File: config.mk
export PLATFORM = sky130hd
export DESIGN_NAME = spmv_mem_arbiter
export DESIGN_NICKNAME = d
export VERILOG_FILES = /design/src/rtl/spmv_mem_arbiter.sv
export SDC_FILE = /design/constraint.sdc
export NUM_CORES = 1
export LEC_CHECK = 0
export ABC_AREA = 1
export CORE_AREA = 2 2 202 204
export CTS_CLUSTER_SIZE = 20
export DETAILED_ROUTE_END_ITERATION = 10
export DIE_AREA = 0 0 204 206
export PLACE_DENSITY = 0.74
export SYNTH_ARGS = -nofsm -noshare
export SYNTH_HDL_FRONTEND = slang
export SYNTH_SLANG_ARGS = --single-unit
File: constraint.sdc
create_clock -name clk -period 2.8 [get_ports clk]
set_clock_uncertainty 0.1 [all_clocks]
set_input_delay 0.42 -clock clk [delete_from_list [all_inputs] [get_ports clk]]
set_output_delay 0.42 -clock clk [all_outputs]
set_load 0.005 [all_outputs]
File: src/rtl/spmv_mem_arbiter.sv
// Memory-request arbiter and y-vector store sequencer for one SpMV PE.
// Define SPMV_ARB_STATS_EN to build the grant/stall statistics counters.
module spmv_mem_arbiter #(
  parameter int STARVE_LIMIT = 16,
  parameter int CNT_W        = 32
) (
  input  logic             clk,
  input  logic             rst,
  input  logic             enable,
  input  logic             st_base_ld,
  input  logic [47:0]      st_base,
  input  logic             st_end_ld,
  input  logic [47:0]      st_end,
  input  logic             st_empty,
  input  logic [63:0]      st_q,
  output logic             st_pop,
  input  logic             ca_empty,
  input  logic [47:0]      ca_q,
  output logic             ca_pop,
  input  logic             de_empty,
  input  logic [49:0]      de_q,
  output logic             de_pop,
  output logic             req_mem_ld,
  output logic             req_mem_st,
  output logic [47:0]      req_mem_addr,
  output logic [63:0]      req_mem_d_or_tag,
  input  logic             req_mem_stall,
  output logic             st_done,
  output logic [CNT_W-1:0] stat_grants_st,
  output logic [CNT_W-1:0] stat_grants_ca,
  output logic [CNT_W-1:0] stat_grants_de,
  output logic [CNT_W-1:0] stat_stall_cycles
);

  localparam int SW = $clog2(STARVE_LIMIT + 1);
  localparam logic [SW-1:0] LIM = SW'(STARVE_LIMIT);

  typedef enum logic [1:0] {SRC_NONE, SRC_ST, SRC_CA, SRC_DE} src_t;

  src_t          grant;
  src_t          s1_src;
  logic          can_pop;
  logic [SW-1:0] ca_starve;
  logic [SW-1:0] de_starve;
  logic [47:0]   st_ptr;
  logic [47:0]   st_end_r;

  assign can_pop = !rst && enable && !req_mem_stall;

  // Starvation overrides sit above the fixed st > ca > de order; de wins a tie.
  always_comb begin
    grant = SRC_NONE;
    if (can_pop) begin
      if (de_starve == LIM && !de_empty)      grant = SRC_DE;
      else if (ca_starve == LIM && !ca_empty) grant = SRC_CA;
      else if (!st_empty)                     grant = SRC_ST;
      else if (!ca_empty)                     grant = SRC_CA;
      else if (!de_empty)                     grant = SRC_DE;
    end
  end

  assign st_pop  = (grant == SRC_ST);
  assign ca_pop  = (grant == SRC_CA);
  assign de_pop  = (grant == SRC_DE);
  assign st_done = (st_ptr == st_end_r);

  function automatic logic [SW-1:0] next_starve(input logic [SW-1:0] cur, input logic empty,
                                                input logic mine, input logic any);
    if (empty || mine)          return '0;
    else if (any && cur != LIM) return cur + SW'(1);
    else                        return cur;
  endfunction

  always_ff @(posedge clk) begin
    if (rst) begin
      s1_src           <= SRC_NONE;
      ca_starve        <= '0;
      de_starve        <= '0;
      st_ptr           <= '0;
      st_end_r         <= '0;
      req_mem_ld       <= 1'b0;
      req_mem_st       <= 1'b0;
      req_mem_addr     <= '0;
      req_mem_d_or_tag <= '0;
    end else begin
      s1_src    <= grant;
      ca_starve <= next_starve(ca_starve, ca_empty, grant == SRC_CA, grant != SRC_NONE);
      de_starve <= next_starve(de_starve, de_empty, grant == SRC_DE, grant != SRC_NONE);

      req_mem_ld <= 1'b0;
      req_mem_st <= 1'b0;
      // FIFO q is valid now, one cycle after the pop recorded in s1_src.
      if (enable) begin
        case (s1_src)
          SRC_ST: if (!st_done) begin
            req_mem_st       <= 1'b1;
            req_mem_addr     <= st_ptr;
            req_mem_d_or_tag <= st_q;
            st_ptr           <= st_ptr + 48'd8;
          end
          SRC_CA: begin
            req_mem_ld       <= 1'b1;
            req_mem_addr     <= ca_q;
            req_mem_d_or_tag <= 64'h1;
          end
          SRC_DE: begin
            req_mem_ld       <= 1'b1;
            req_mem_addr     <= de_q[49:2];
            req_mem_d_or_tag <= {61'b0, de_q[1:0], 1'b0};
          end
          default: ;
        endcase
      end

      if (st_base_ld) st_ptr   <= st_base;
      if (st_end_ld)  st_end_r <= st_end;
    end
  end

`ifdef SPMV_ARB_STATS_EN
  logic [CNT_W-1:0] cnt_st, cnt_ca, cnt_de, cnt_stall;

  always_ff @(posedge clk) begin
    if (rst) begin
      cnt_st    <= '0;
      cnt_ca    <= '0;
      cnt_de    <= '0;
      cnt_stall <= '0;
    end else begin
      if (st_pop) cnt_st <= cnt_st + CNT_W'(1);
      if (ca_pop) cnt_ca <= cnt_ca + CNT_W'(1);
      if (de_pop) cnt_de <= cnt_de + CNT_W'(1);
      if (req_mem_stall && (!st_empty || !ca_empty || !de_empty))
        cnt_stall <= cnt_stall + CNT_W'(1);
    end
  end

  assign stat_grants_st    = cnt_st;
  assign stat_grants_ca    = cnt_ca;
  assign stat_grants_de    = cnt_de;
  assign stat_stall_cycles = cnt_stall;
`else
  assign stat_grants_st    = '0;
  assign stat_grants_ca    = '0;
  assign stat_grants_de    = '0;
  assign stat_stall_cycles = '0;
`endif

endmodule
==> results by group, run 1 <==
Run status
  • Status: finished clean

GRT
  • GRT Overall Usage: 0.2421
  • Largest net degree at the start of global routing: 148
  • Gr ovfl total: 0
  • Initial antenna violation count: 4
  • First-pass GRT wire length: 78600 um
  • Vias in the first global route: 13380

Clocking
  • Clk sink count: 222
  • Clk buf depth: 3
  • TritonCTS Buffers: 26
  • CTS tree: built
  • Root Buffer: clkbuf_16
  • Clock Latency Late Sink: 560 ps
  • Clk slew on worst S/H paths: 60 ps
  • H-Tree Depth: 1
  • Cts hold-fix bufs: 0

Power and ir drop
  • Clock share of power: 0.418
  • Combinational share of power: 0.173
  • Switching power: 2313 uW
  • VDD IR max: 0.0003235 V
  • Leakage Power: 0.007829 uW
  • Switching Share: 0.2790
  • Tot Pwr: 8292 uW
  • Pwr/cell area: 452.4 mW/mm^2
  • Part of the power in registers: 0.410
  • Cell internal pwr: 5979 uW

Worst setup path
  • Crit path max fanout: 4
  • R2r worst-path depth: 16
  • WP data arrival: 2180 ps
  • Crit end category: output port
  • CP startpoint kind: flip-flop
  • Crit path depth: 13
  • Worst setup path class: flip-flop to output port
  • Cell Chain, Critical Path: inv_1 > ha_1 > nand2_1 > nor3_1 > inv_1 > o21ai_2 > nand2_2 > buf_4 > buf_4 > inv_2 > nand2_2 > inv_1 > clkbuf_2
  • Most frequent CP cell: inv_1
  • Family with the most delay on the worst path: buffers and inverters
  • Critical Path Slowest Stage Cell: dfxtp_2
  • CP peak stage delay: 340 ps
  • Crit path buffers/inverters: 7
  • Worst path required time: 2280 ps

Floorplan
  • Total core area: 0.04018 mm^2
  • Ports: 513
  • Die Wd: 204 um
  • Core Rows: 74
  • Die Span Y: 206 um
  • Die area: 0.04202 mm^2
  • Initial Util: 0.3298

Placement
  • Placement Setup Slack: -6.027 ps
  • Port Buffers: 384
  • Post-DP HPWL: 40650 um
  • GPL Wtd Cong: 0.9508
  • Cells after DPL: 2962

Yosys
  • Cells after synthesis: 2122
  • Cell Area, Synth: 0.01325 mm^2
  • Cell taking the most area after synthesis: dfxtp_1
  • Synthesized area per cell: 6.245 um^2
  • Seq/Total Area, Yosys: 0.3354
  • Yosys warnings: 0
  • Top cell type's share of synthesized area: 0.3354
  • Unique masters post-synth: 29
  • Seq cells post-synth: 222
  • Top post-synthesis cells by area: dfxtp_1, nand2_1, buf_4

STA
  • Fmax: 370.8 MHz
  • Final setup vio count: 0
  • Worst hold slack: 243.0 ps
  • Final period utilization: 0.9632
  • Setup ws final: 103.0 ps
  • Worst slew pin tran: 1066 ps
  • Max-slew headroom: 0.2894
  • Final slew viol count: 0
  • Final Hold Fails: 0
  • Setup TNS: 0 ps
  • Tmin final: 2697 ps

Detailed routing
  • Vias per inst: 4.902
  • Post-DRT Antenna Nets: 0
  • Iter 0 DRT Violations: 1315
  • Drt drc: 0
  • Routed WL: 54190 um
  • WL/cell: 17.91 um
  • Pre-Repair DR Iteration Count: 5
  • Routed vias: 14830

Cells and area
  • Layout cell share with drive strength beyond 1: 0.08638
  • Fin nets: 2741
  • Area Overhead vs Synth: 38.30%
  • Commonest cells after routing, fill and taps aside: nand2_1, clkdlybuf4s50_1, dfxtp_1, nor2_1, inv_1
  • Fillers: 4024
  • Most common cell after layout, fill and taps aside: nand2_1
  • Fin cells: 3025

Flow run
  • Max-cap violations: 0

Worst hold path
  • Hold WC Path Type: input pin to flip-flop
  • Hold depth: 4
==> power groups by stage <==
stage          clock (uW)  combinational [uW]  sequential (uW)
6_report             3460                1430             3400
4_1_cts              3530                1400             3400
3_3_place_gp            0                1370             3460
2_1_floorplan           0                 802             3430
3_5_place_dp            0                1390             3470
5_1_grt              3670                1580             3410
==> Yosys cell counts (all sizes together) <==
| library cell | count |
|---|---|
| nor3 | 13 |
| xnor2 | 24 |
| clkbuf | 85 |
| nand3b | 1 |
| xor2 | 8 |
| a221o | 2 |
| nand2 | 656 |
| a31o | 15 |
| nor2 | 191 |
| nand3 | 167 |
| dfxtp | 222 |
| buf | 167 |
| a22o | 2 |
| o21ai | 123 |
| inv | 205 |
| a211oi | 1 |
| conb | 1 |
| nand4 | 95 |
| ha | 5 |
| a21oi | 138 |
| mux2i | 1 |
==> path summary, 6_finish.rpt <==
path                                start                                end  slack (ps)
max reg2reg       st_ptr[38]$_SDFFE_PP0P_  req_mem_d_or_tag[26]$_SDFFE_PP0P_         220
max             de_starve[0]$_SDFFE_PP0P_                             st_pop         100
min reg2reg  req_mem_addr[5]$_SDFFE_PP0P_       req_mem_addr[5]$_SDFFE_PP0P_         360
min                                enable              req_mem_ld$_SDFF_PP0_         240
==> flip-flops by register name (all words and copies together), names as in the netlist <==
signal            flops
req_mem_d_or_tag     64
st_end_r             48
ca_starve             5
s1_src                2
de_starve             5
req_mem_st            1
st_ptr               48
req_mem_addr         48
req_mem_ld            1
==> stage by stage <==
stage	cell area, um^2	utilization
2_1_floorplan	13730	-
3_3_place_gp	17230	0.4288
3_5_place_dp	17230	0.4288
4_1_cts	18160	0.4520
5_1_grt	18320	0.4560
6_report	18330	0.4561
==> routing by layer <==
layer  global-route usage  vias up  part of all wire
met5                    0        -           0.00015
met4               0.1053        2             0.037
met3              0.03753       95             0.070
met2               0.3869      662              0.46
met1               0.3232     6832              0.43
li1                     -     7238                 -
==> cells by family (layout without fill, tap and decap cells) <==
group | count (synthesis) | after routing | share of synthesized area
flops | 222 | 222 | 0.3354
buf+inv | 457 | 697 | 0.1702
compound gates | 281 | 281 | 0.1119
simple gates | 1123 | 1123 | 0.3556
mux | 1 | 1 | 0.0007554
other cells | 1 | 132 | 0.0002830
fa+ha+maj | 5 | 5 | 0.004721
xor+xnor | 32 | 32 | 0.02115
==> worst register-to-register path, stage by stage (launching register included) <==
cell and delay (ps):
dfxtp_4 360, inv_1 110, nand2_1 60, nand2_1 130, inv_1 60, nand2_1 50, nor2_1 40, nand2_1 80
nor2_2 50, nand3_2 80, buf_4 130, nand2_1 40, inv_1 50, nand3_1 70, inv_2 750, nand2_1 260
nand2_1 110
==> timing repair <==
action                                  CTS  global route
gates resized for setup                  37            49
pin swaps                                 1             7
buffers inserted                          2            10
endpoints found under the setup margin    4             4
==> final cells by class <==
type / count / area [um^2] / share of cell area
Antenna cell: 4 / 10.01 / 0.0005462
Clock buffer: 38 / 775.7 / 0.04233
Clock inverter: 10 / 93.84 / 0.005121
Inverter: 205 / 772.0 / 0.04212
Multi-Input combinational cell: 1570 / 7107 / 0.3878
Sequential cell: 222 / 4523 / 0.2468
Tap cell: 532 / 665.6 / 0.03632
Timing Repair Buffer: 444 / 4379 / 0.2390
Power figures use the tool's default switching activity.
==> run 2: changes to the inputs <==
--- a/config.mk
+++ b/config.mk
@@ -7,6 +7,7 @@
 export LEC_CHECK = 0
 export ABC_AREA = 1
 export CORE_AREA = 2 2 202 204
+export CTS_CLUSTER_DIAMETER = 200
 export CTS_CLUSTER_SIZE = 20
 export DETAILED_ROUTE_END_ITERATION = 10
 export DIE_AREA = 0 0 204 206
==> run 2 against run 1 <==
Net effect: clock power shrank 37%; non-clock buffer count grew 1; first-iteration DRC count shrank 0.76%; register-to-register slack lost 40 ps; cell area shrank 2.6%; via count shrank 1.3%; utilization shrank 1.2 points; maximum frequency grew 3.0%; critical path depth grew 2; highest routed layer is now met4; total power shrank 16%; flip-flop and latch count is the same; routed wire length shrank 1.5%.
==> results by group, run 2 (same netlist as run 1, synthesis figures left out) <==
Worst setup path
  • Crit end category: flip-flop
  • WP data arrival: 2950 ps
  • CP startpoint kind: flip-flop
  • Crit path depth: 15
  • Cell Chain, Critical Path: inv_1 > nand2_1 > nand2_1 > nand2_1 > nor2_1 > nand2_1 > nor2_2 > nand3_2 > buf_4 > nand2_1 > inv_1 > nand3_1 > inv_2 > nand2_1 > nand2_1
  • R2r worst-path depth: 15
  • CP peak stage delay: 750 ps
  • Crit path max fanout: 62
  • Worst setup path end: req_mem_d_or_tag[26]$_SDFFE_PP0P_
  • Worst Setup SP: st_ptr[34]$_SDFFE_PP0P_
  • Crit path buffers/inverters: 4
  • Critical Path Slowest Stage Cell: inv_2
  • Worst reg2reg startpoint: st_ptr[34]$_SDFFE_PP0P_
  • Worst setup path class: flip-flop to flip-flop
  • Reg-to-reg slack, setup: 180 ps
  • Worst path required time: 3140 ps
  • Family with the most delay on the worst path: buffers and inverters
  • Worst reg2reg endpoint: req_mem_d_or_tag[26]$_SDFFE_PP0P_
  • Most frequent CP cell: nand2_1

Flow run
  • Max-cap violations: 0

GRT
  • Largest net degree at the start of global routing: 148
  • Vias in the first global route: 13180
  • Gr ovfl total: 0
  • Initial antenna violation count: 2
  • GRT Overall Usage: 0.2380
  • First-pass GRT wire length: 77690 um

Placement
  • Post-DP HPWL: 40650 um
  • GPL Wtd Cong: 0.9508
  • Port Buffers: 384

Floorplan
  • Die Span Y: 206 um
  • Die area: 0.04202 mm^2
  • Die Wd: 204 um
  • Total core area: 0.04018 mm^2
  • Core Rows: 74
  • Ports: 513
  • Initial Util: 0.3298

Power and ir drop
  • VDD IR max: 0.0002827 V
  • Pwr/cell area: 391.6 mW/mm^2
  • Tot Pwr: 6992 uW
  • Leakage Power: 0.007607 uW

Detailed routing
  • Vias per inst: 4.889
  • Post-DRT Antenna Nets: 0
  • Routed WL: 53390 um
  • Routed vias: 14630
  • Pre-Repair DR Iteration Count: 5
  • Drt drc: 0
  • Iter 0 DRT Violations: 1305
  • WL/cell: 17.84 um

STA
  • Max-slew headroom: 0.2845
  • Final period utilization: 0.9348
  • Worst slew pin tran: 1073 ps
  • RSZ-0062 raised after global routing: true
  • Fmax: 382.1 MHz
  • Final Hold Fails: 0
  • Worst hold slack: 283.8 ps
  • Final setup vio count: 0
  • Tmin final: 2617 ps
  • Final slew viol count: 0

Cells and area
  • Commonest cells after routing, fill and taps aside: nand2_1, clkdlybuf4s50_1, dfxtp_1, nor2_1, inv_1
  • Most common cell after layout, fill and taps aside: nand2_1
  • Fin nets: 2731
  • Layout cell share with drive strength beyond 1: 0.07605
  • Max reg flops: 64
  • Largest reg by FF count: req_mem_d_or_tag
  • Area Overhead vs Synth: 34.76%

Clocking
  • Clk sink count: 222
  • Clk slew on worst S/H paths: 90 ps
  • Cts hold-fix bufs: 0
  • Root Buffer: clkbuf_16
  • Clock Latency Late Sink: 510 ps
  • Clk buf depth: 3
  • TritonCTS Buffers: 15
  • CTS tree: built
  • H-Tree Depth: 1

Run status
  • Status: finished clean

Worst hold path
  • Hold depth: 4
  • Hold WC Path Type: input pin to flip-flop
## run 2: changes by cell type in the layout (fill, tap and decap cells not counted), moves of 2 or more
cell	change
clkbuf_1	-3
clkbuf_16	-11
clkbuf_8	-8
clkinv_2	-5
clkinvlp_4	-3
dfxtp_2	+2
diode_2	-2
inv_1	+2
inv_2	-2
## run 2: repair_timing
action                                  4_1_cts  5_1_grt
resized for setup                            39       45
setup buffers                                 4        9
pin swaps                                     2        7
endpoints found under the setup margin        4        3
## run 2: worst reg2reg max path: stages (launching register included)
cell,delay [ps]
dfxtp_1,430
inv_1,90
nand2_1,60
nand2_1,50
nand2_1,130
nor2_1,70
nand2_1,80
nor2_2,50
nand3_2,90
buf_4,130
nand2_1,50
inv_1,50
nand3_1,70
inv_2,750
nand2_1,250
nand2_1,110
## run 2: metrics by stage
| stage | utilization | area [um^2] | setup slack (ps) | cells | TNS (ps) |
|---|---|---|---|---|---|
| 5_1_grt | 0.4444 | 17860 | -13.04 | 2993 | -13.04 |
| 2_1_floorplan | - | 13730 | 924.9 | 2249 | 0 |
| 6_report | 0.4444 | 17860 | 182.6 | 2993 | 0 |
| 3_3_place_gp | 0.4288 | 17230 | -42.29 | 2962 | -42.29 |
| 3_5_place_dp | 0.4288 | 17230 | -6.027 | 2962 | -6.027 |
| 4_1_cts | 0.4406 | 17710 | -106.5 | 2983 | -114.6 |
## run 2: worst min-delay path by stage
stage                            startpoint                           end
4_1_cts                              enable         req_mem_ld$_SDFF_PP0_
3_5_place_dp   req_mem_addr[5]$_SDFFE_PP0P_  req_mem_addr[5]$_SDFFE_PP0P_
6_report                             enable         req_mem_ld$_SDFF_PP0_
5_1_grt                              enable         req_mem_ld$_SDFF_PP0_
2_1_floorplan     st_end_r[16]$_SDFFE_PP0P_     st_end_r[16]$_SDFFE_PP0P_
3_3_place_gp   req_mem_addr[5]$_SDFFE_PP0P_  req_mem_addr[5]$_SDFFE_PP0P_
## run 2: layer usage
| layer | track usage | up-vias | wire length, um |
|---|---|---|---|
| met5 | 0 | - | 0 |
| li1 | - | 7185 | - |
| met4 | 0.09627 | 0 | 2126 |
| met1 | 0.3214 | 6752 | 23500 |
| met3 | 0.02964 | 92 | 3446 |
| met2 | 0.3851 | 604 | 24320 |
## run 2: layout make-up
class	count	area, um^2
inverter	205	772.0
clock inverter	1	20.02
tap	532	665.6
clock buffer	16	379.1
timing repair buffer	445	4387
antenna	2	5.005
multi-input combinational	1570	7107
fill	4070	22330
sequential	222	4522
## run 2: report_power, final
part / internal (uW) / leakage (uW) / switching, uW
registers: 3280 / 0.00183 / 115
logic: 684 / 0.00558 / 743
clock network: 987 / 0.000196 / 1190
==> run 3: changes to the inputs <==
--- a/config.mk
+++ b/config.mk
@@ -6,12 +6,13 @@
 export NUM_CORES = 1
 export LEC_CHECK = 0
 export ABC_AREA = 1
-export CORE_AREA = 2 2 202 204
+export CORE_AREA = 2 2 197 199
 export CTS_CLUSTER_DIAMETER = 200
 export CTS_CLUSTER_SIZE = 20
 export DETAILED_ROUTE_END_ITERATION = 10
-export DIE_AREA = 0 0 204 206
-export PLACE_DENSITY = 0.74
+export DIE_AREA = 0 0 199 201
+export GPL_ROUTABILITY_DRIVEN = 0
+export PLACE_DENSITY = 0.76
 export SYNTH_ARGS = -nofsm -noshare
 export SYNTH_HDL_FRONTEND = slang
 export SYNTH_SLANG_ARGS = --single-unit
==> run 3 against run 2 <==
Net effect: utilization increased by 1.9 points; register-to-register slack improved by 30 ps; combinational power about the same; clock power is 2% higher; largest power group unchanged.
==> results by group, run 3 (same netlist as run 1, synthesis figures left out) <==
Run status
  • Status: finished clean

GRT
  • Initial antenna violation count: 8
  • Vias in the first global route: 13710
  • Gr ovfl total: 0
  • GRT Overall Usage: 0.2526
  • First-pass GRT wire length: 78510 um
  • Largest net degree at the start of global routing: 148

Worst setup path
  • Crit path buffers/inverters: 4
  • WP data arrival: 2210 ps
  • CP peak stage delay: 390 ps
  • Crit path max fanout: 6
  • Worst path required time: 2280 ps
  • Crit end category: output port
  • Cell Chain, Critical Path: inv_1 > nand2_1 > nand2_1 > inv_1 > nand2_1 > nor2_1 > nand2_1 > nor2_1 > nand3_2 > inv_1 > dlygate4sd2_1
  • Worst Setup SP: st_ptr[27]$_SDFFE_PP0P_
  • CP startpoint kind: flip-flop
  • Critical Path Slowest Stage Cell: dfxtp_2
  • Family with the most delay on the worst path: simple AND/OR/NAND/NOR gates
  • Worst setup path class: flip-flop to output port
  • Worst reg2reg startpoint: st_ptr[44]$_SDFFE_PP0P_
  • Most frequent CP cell: nand2_1

Floorplan
  • Core Rows: 72
  • Die Wd: 199 um
  • Initial Util: 0.3477
  • Die Span Y: 201 um
  • Die area: 0.04000 mm^2
  • Ports: 513
  • Total core area: 0.03811 mm^2

STA
  • Final period utilization: 0.9753
  • Setup TNS: 0 ps
  • Final Hold Fails: 0
  • Worst slew pin tran: 1037 ps
  • Fmax: 366.2 MHz
  • Tmin final: 2731 ps
  • RSZ-0062 raised after global routing: false
  • Max-slew headroom: 0.3085
  • Final slew viol count: 0
  • Final setup vio count: 0

Cells and area
  • Most common cell after layout, fill and taps aside: nand2_1
  • Area of the multi-input gates: 0.007064 mm^2
  • Commonest cells after routing, fill and taps aside: nand2_1, clkdlybuf4s50_1, dfxtp_1, nor2_1, inv_1
  • Max reg flops: 64
  • Layout cell share with drive strength beyond 1: 0.05954
  • Area Overhead vs Synth: 33.31%
  • Fillers: 3910
  • Final Util: 0.4636
  • Fin nets: 2723
  • Fin cells: 2973
  • Storage cell area: 0.004477 mm^2
  • Largest reg by FF count: req_mem_d_or_tag

Power and ir drop
  • VDD IR max: 0.0002808 V
  • Combinational share of power: 0.201
  • Clock share of power: 0.315
  • Part of the power in registers: 0.484
  • Tot Pwr: 7005 uW
  • Switching Share: 0.2938
  • Cell internal pwr: 4947 uW
  • Switching power: 2058 uW
  • Pwr/cell area: 396.5 mW/mm^2
  • Leakage Power: 0.007549 uW

Clocking
  • Clk sink count: 222
  • Root Buffer: clkbuf_16
  • H-Tree Depth: 1
  • Clock Latency Late Sink: 510 ps
  • CTS tree: built
  • Clk buf depth: 3
  • Clk slew on worst S/H paths: 80 ps
  • Cts hold-fix bufs: 0
  • TritonCTS Buffers: 15

Placement
  • Post-DP HPWL: 40920 um
  • Cells after DPL: 2950
  • Port Buffers: 384

Detailed routing
  • Routed vias: 14830
  • Routed WL: 52950 um
  • Pre-Repair DR Iteration Count: 6
  • Iter 0 DRT Violations: 1204
  • WL/cell: 17.81 um
  • Vias per inst: 4.987
  • Post-DRT Antenna Nets: 0
  • Drt drc: 0

Worst hold path
  • Hold Crit Start: rst
  • Hold WC Path Type: input pin to flip-flop

Flow run
  • Max-cap violations: 0
==> run 3: metrics by stage <==
stage	hold slack, ps	worst slack [ps]	area (um^2)
after floorplan	348.0	924.9	13730
after global placement	348.8	128.3	17190
after detailed placement	351.5	186.1	17190
after CTS	215.2	91.98	17650
after global routing	268.9	0.1252	17670
final	265.0	69.10	17670
==> run 3: worst min-delay path, delay by kind of cell <==
kind | cells | cell delay [ps]
buf+inv | 2 | 230
simple gates | 2 | 170
==> run 3: worst paths after layout <==
kind / end / slack, ps / cells after the start
worst max register to register: req_mem_d_or_tag[33]$_SDFFE_PP0P_ / 210 / 14
worst max-delay path: st_done / 70 / 11
worst min-delay path: s1_src[0]$_SDFF_PP0_ / 260 / 4
worst min register to register: req_mem_d_or_tag[2]$_SDFFE_PP0P_ / 370 / 2
==> run 3: metal layers <==
| layer | global-route usage | part of all wire | vias up | wire, um |
|---|---|---|---|---|
| met5 | 0 | 0.00051 | - | 27 |
| met4 | 0.1071 | 0.046 | 4 | 2437 |
| met3 | 0.03360 | 0.079 | 122 | 4183 |
| met2 | 0.4075 | 0.45 | 774 | 23860 |
| met1 | 0.3374 | 0.42 | 6767 | 22440 |
| li1 | - | - | 7159 | - |
==> run 3: layout make-up <==
type,count,area share
Inverter,205,0.04370
Timing Repair Buffer,437,0.2428
Multi-Input combinational cell,1570,0.3999
Sequential cell,222,0.2534
Antenna cell,3,0.0004250
Clock inverter,2,0.001629
Clock buffer,16,0.02146
Tap cell,518,0.03669
==> run 3: timing repair <==
action                                 in CTS  in global routing
pin swaps                                   2                  1
buffers inserted                            2                  0
setup endpoints to repair                   4                  5
resized for setup                          27                  9
endpoints found under the hold margin       0                  0
==> run 3: power by group through the flow <==
stage	clock network, uW	registers, uW	logic [uW]
floorplan	0	3430	802
global placement	0	3450	1370
detailed placement	0	3460	1380
CTS	2270	3390	1390
global route	2370	3410	1550
finish	2210	3390	1410
==> variant (settings of run 3) <==
Add a define of `SPMV_ARB_STATS_EN`.
--- a/src/rtl/spmv_mem_arbiter.sv
+++ b/src/rtl/spmv_mem_arbiter.sv
@@ -1,5 +1,7 @@
 // Memory-request arbiter and y-vector store sequencer for one SpMV PE.
 // Define SPMV_ARB_STATS_EN to build the grant/stall statistics counters.
+`define SPMV_ARB_STATS_EN
+
 module spmv_mem_arbiter #(
   parameter int STARVE_LIMIT = 16,
   parameter int CNT_W        = 32
Check against the original RTL: not equivalent (a bounded check fails within 4 cycles, from zero or initial values and one cycle with rst high).
==> variant against run 3 <==
- power up 41%
- worst setup slack worse by 0.035 ns
- non-clock buffer count up 168
- sequential cell count up 128
- synthesized area up 45%
- synthesized cell count up 43%
- cell area up 47%
- wire length up 45%
- critical endpoint is now s1_src[1]
- largest cell class unchanged
- utilization up 22 points
- combinational power up 9%
==> variant: results (changes against run 3) <==
status=complete, no violations; total track usage=0.371 (+0.118); Nets=3,786 (+39%); Largest register FFs=64 (unchanged); Biggest register=req_mem_d_or_tag; vias per cell=5.55 (+11%); H-Tree Depth=1 (unchanged); post-DP HPWL=57,000 um (+39%); number of synthesis warnings=0 (unchanged); Placement Cell Area=24,900 um^2 (+45%); Yosys cell types=34 (+17%); ys async rst share=0 (unchanged); FF-to-FF path depth=20 (+6); CP Data Arrival Time=3.10 ns (+0.89 ns); total negative slack=0 ns (unchanged); fill cell count=3,407 (-13%); layout cells sized above 1=0.0692 (+0.00967); ys flop type=dfxtp_1; DR WL/cell=18.9 um (+6.4%); crit path launch=de_starve[1]; root buf cell=clkbuf_16; Port Buffers=512 (+33%); worst vdd ir=0.354 mV (+26%); clk slew on worst S/H paths=0.09 ns; Max-slew headroom=0.134 (-0.175); grt ovf=0 (unchanged); First-pass DRT Iterations=5 (-1); vias in the first global route=21,200 (+55%); syn avg cell area=6.32 um^2 (+1.2%); Detailed Route Iter0 Violations=2,131 (+77%); Post-Synthesis Net Count=3,316; sequential share of the synthesized area=0.365 (+0.0292); hold path start=st_q[46]; TritonCTS Buffers=21 (+6); initial antenna violation count=19 (+11); r2r setup slk=0.03 ns (-0.18 ns); worst hold endpoint=req_mem_d_or_tag[46]; switching share of power=0.271 (-0.0228); top post-synthesis cells by count=nand2_1, dfxtp_1, nor2_1, inv_1, a21oi_1; top area cells in the synthesized netlist=dfxtp_1, nand2_1, a21oi_1, nor2_1, nand3_1; CP Max Fanout=4 (-2); largest net degree at the start of global routing=153 (+3.4%); final std cells w/o fill=4,043 (+36%); worst min path class=input port to flip-flop; Leak=10.1 nW (+34%); worst-skew pair later-pin latency=0.55 ns (+0.04 ns); commonest non-fill, non-tap cell in the layout=nand2_1; clock buffer depth=3 (unchanged); first-pass GRT wire length=117,000 um (+49%); hold path cells=3 (-1); r2r endpoint=s1_src[1]
==> variant: cell count changes after synthesis, sizes merged, moves of 64 or more <==
cell	change
nand2	+319
dfxtp	+128
nor2	+117
a21oi	+112
buf	-110
inv	+68
nor3	+64
==> variant: final cells by class <==
cell class	count	area [um^2]	area share
sequential	350	7090	0.274
clock inverter	2	20.0	0.000773
clock buffer	22	529	0.0204
multi-input combinational	2257	10600	0.411
timing repair buffer	605	5880	0.227
antenna	14	35.0	0.00135
tap	518	648	0.0250
inverter	275	1050	0.0405
==> variant: logic make-up after synthesis <==
family | after synthesis | share of synthesized area
mux | 1 | 0.000521
xor+xnor | 114 | 0.0520
compound gates | 420 | 0.113
simple gates | 1713 | 0.374
buf+inv | 433 | 0.0892
fa+ha+maj | 9 | 0.00586
flops | 350 | 0.365
==> variant: what timing repair did <==
action | CTS | global route
pin swaps | 0 | 12
setup buffers | 14 | 18
gates resized for setup | 32 | 81
cloned | 0 | 0
setup endpoints to repair | 4 | 5
==> variant: worst max-delay path, stage by stage, from the launching register on <==
cell and delay [ns]:
dfxtp_2 0.37, inv_2 0.04, ha_2 0.17, nand2_2 0.07, nor3_2 0.04, inv_2 0.10, o211ai_1 0.11, nand2_2 0.13
inv_2 0.06, buf_4 0.13, buf_4 0.12, buf_4 0.12, buf_4 0.12, buf_4 0.12, buf_4 0.12, buf_4 0.12
buf_4 0.13, buf_4 0.12, buf_4 0.12, buf_4 0.12, buf_4 0.14
==> variant: worst max path at each step <==
stage           endpoint
2_1_floorplan     ca_pop
3_3_place_gp      st_pop
3_5_place_dp      st_pop
4_1_cts          st_done
5_1_grt           st_pop
6_report       s1_src[1]
==> variant: power groups by stage <==
stage / registers (mW) / clock network (mW) / logic (mW)
2_1_floorplan: 5.30 / 0 / 0.704
3_3_place_gp: 5.33 / 0 / 1.42
3_5_place_dp: 5.33 / 0 / 1.44
4_1_cts: 5.22 / 3.16 / 1.46
5_1_grt: 5.23 / 3.36 / 1.65
6_report: 5.22 / 3.10 / 1.53
==> variant: metrics by stage <==
stage | hold WS [ns] | power (mW) | utilization | setup WS [ns]
CTS | 0.247 | 9.84 | 0.671 | -0.125
detailed placement | 0.357 | 6.78 | 0.653 | 0.0922
global placement | 0.348 | 6.75 | 0.653 | 0.0386
finish | 0.307 | 9.85 | 0.679 | 0.0346
floorplan | 0.348 | 6.00 | - | 0.786
global route | 0.299 | 10.2 | 0.679 | -0.0180
==> variant: layer usage <==
layer	share of wire	global-route usage	vias to the layer above
li1	-	-	10800
met1	0.38	0.452	10200
met2	0.44	0.583	1159
met3	0.12	0.110	264
met4	0.061	0.208	14
met5	0.0011	0	-
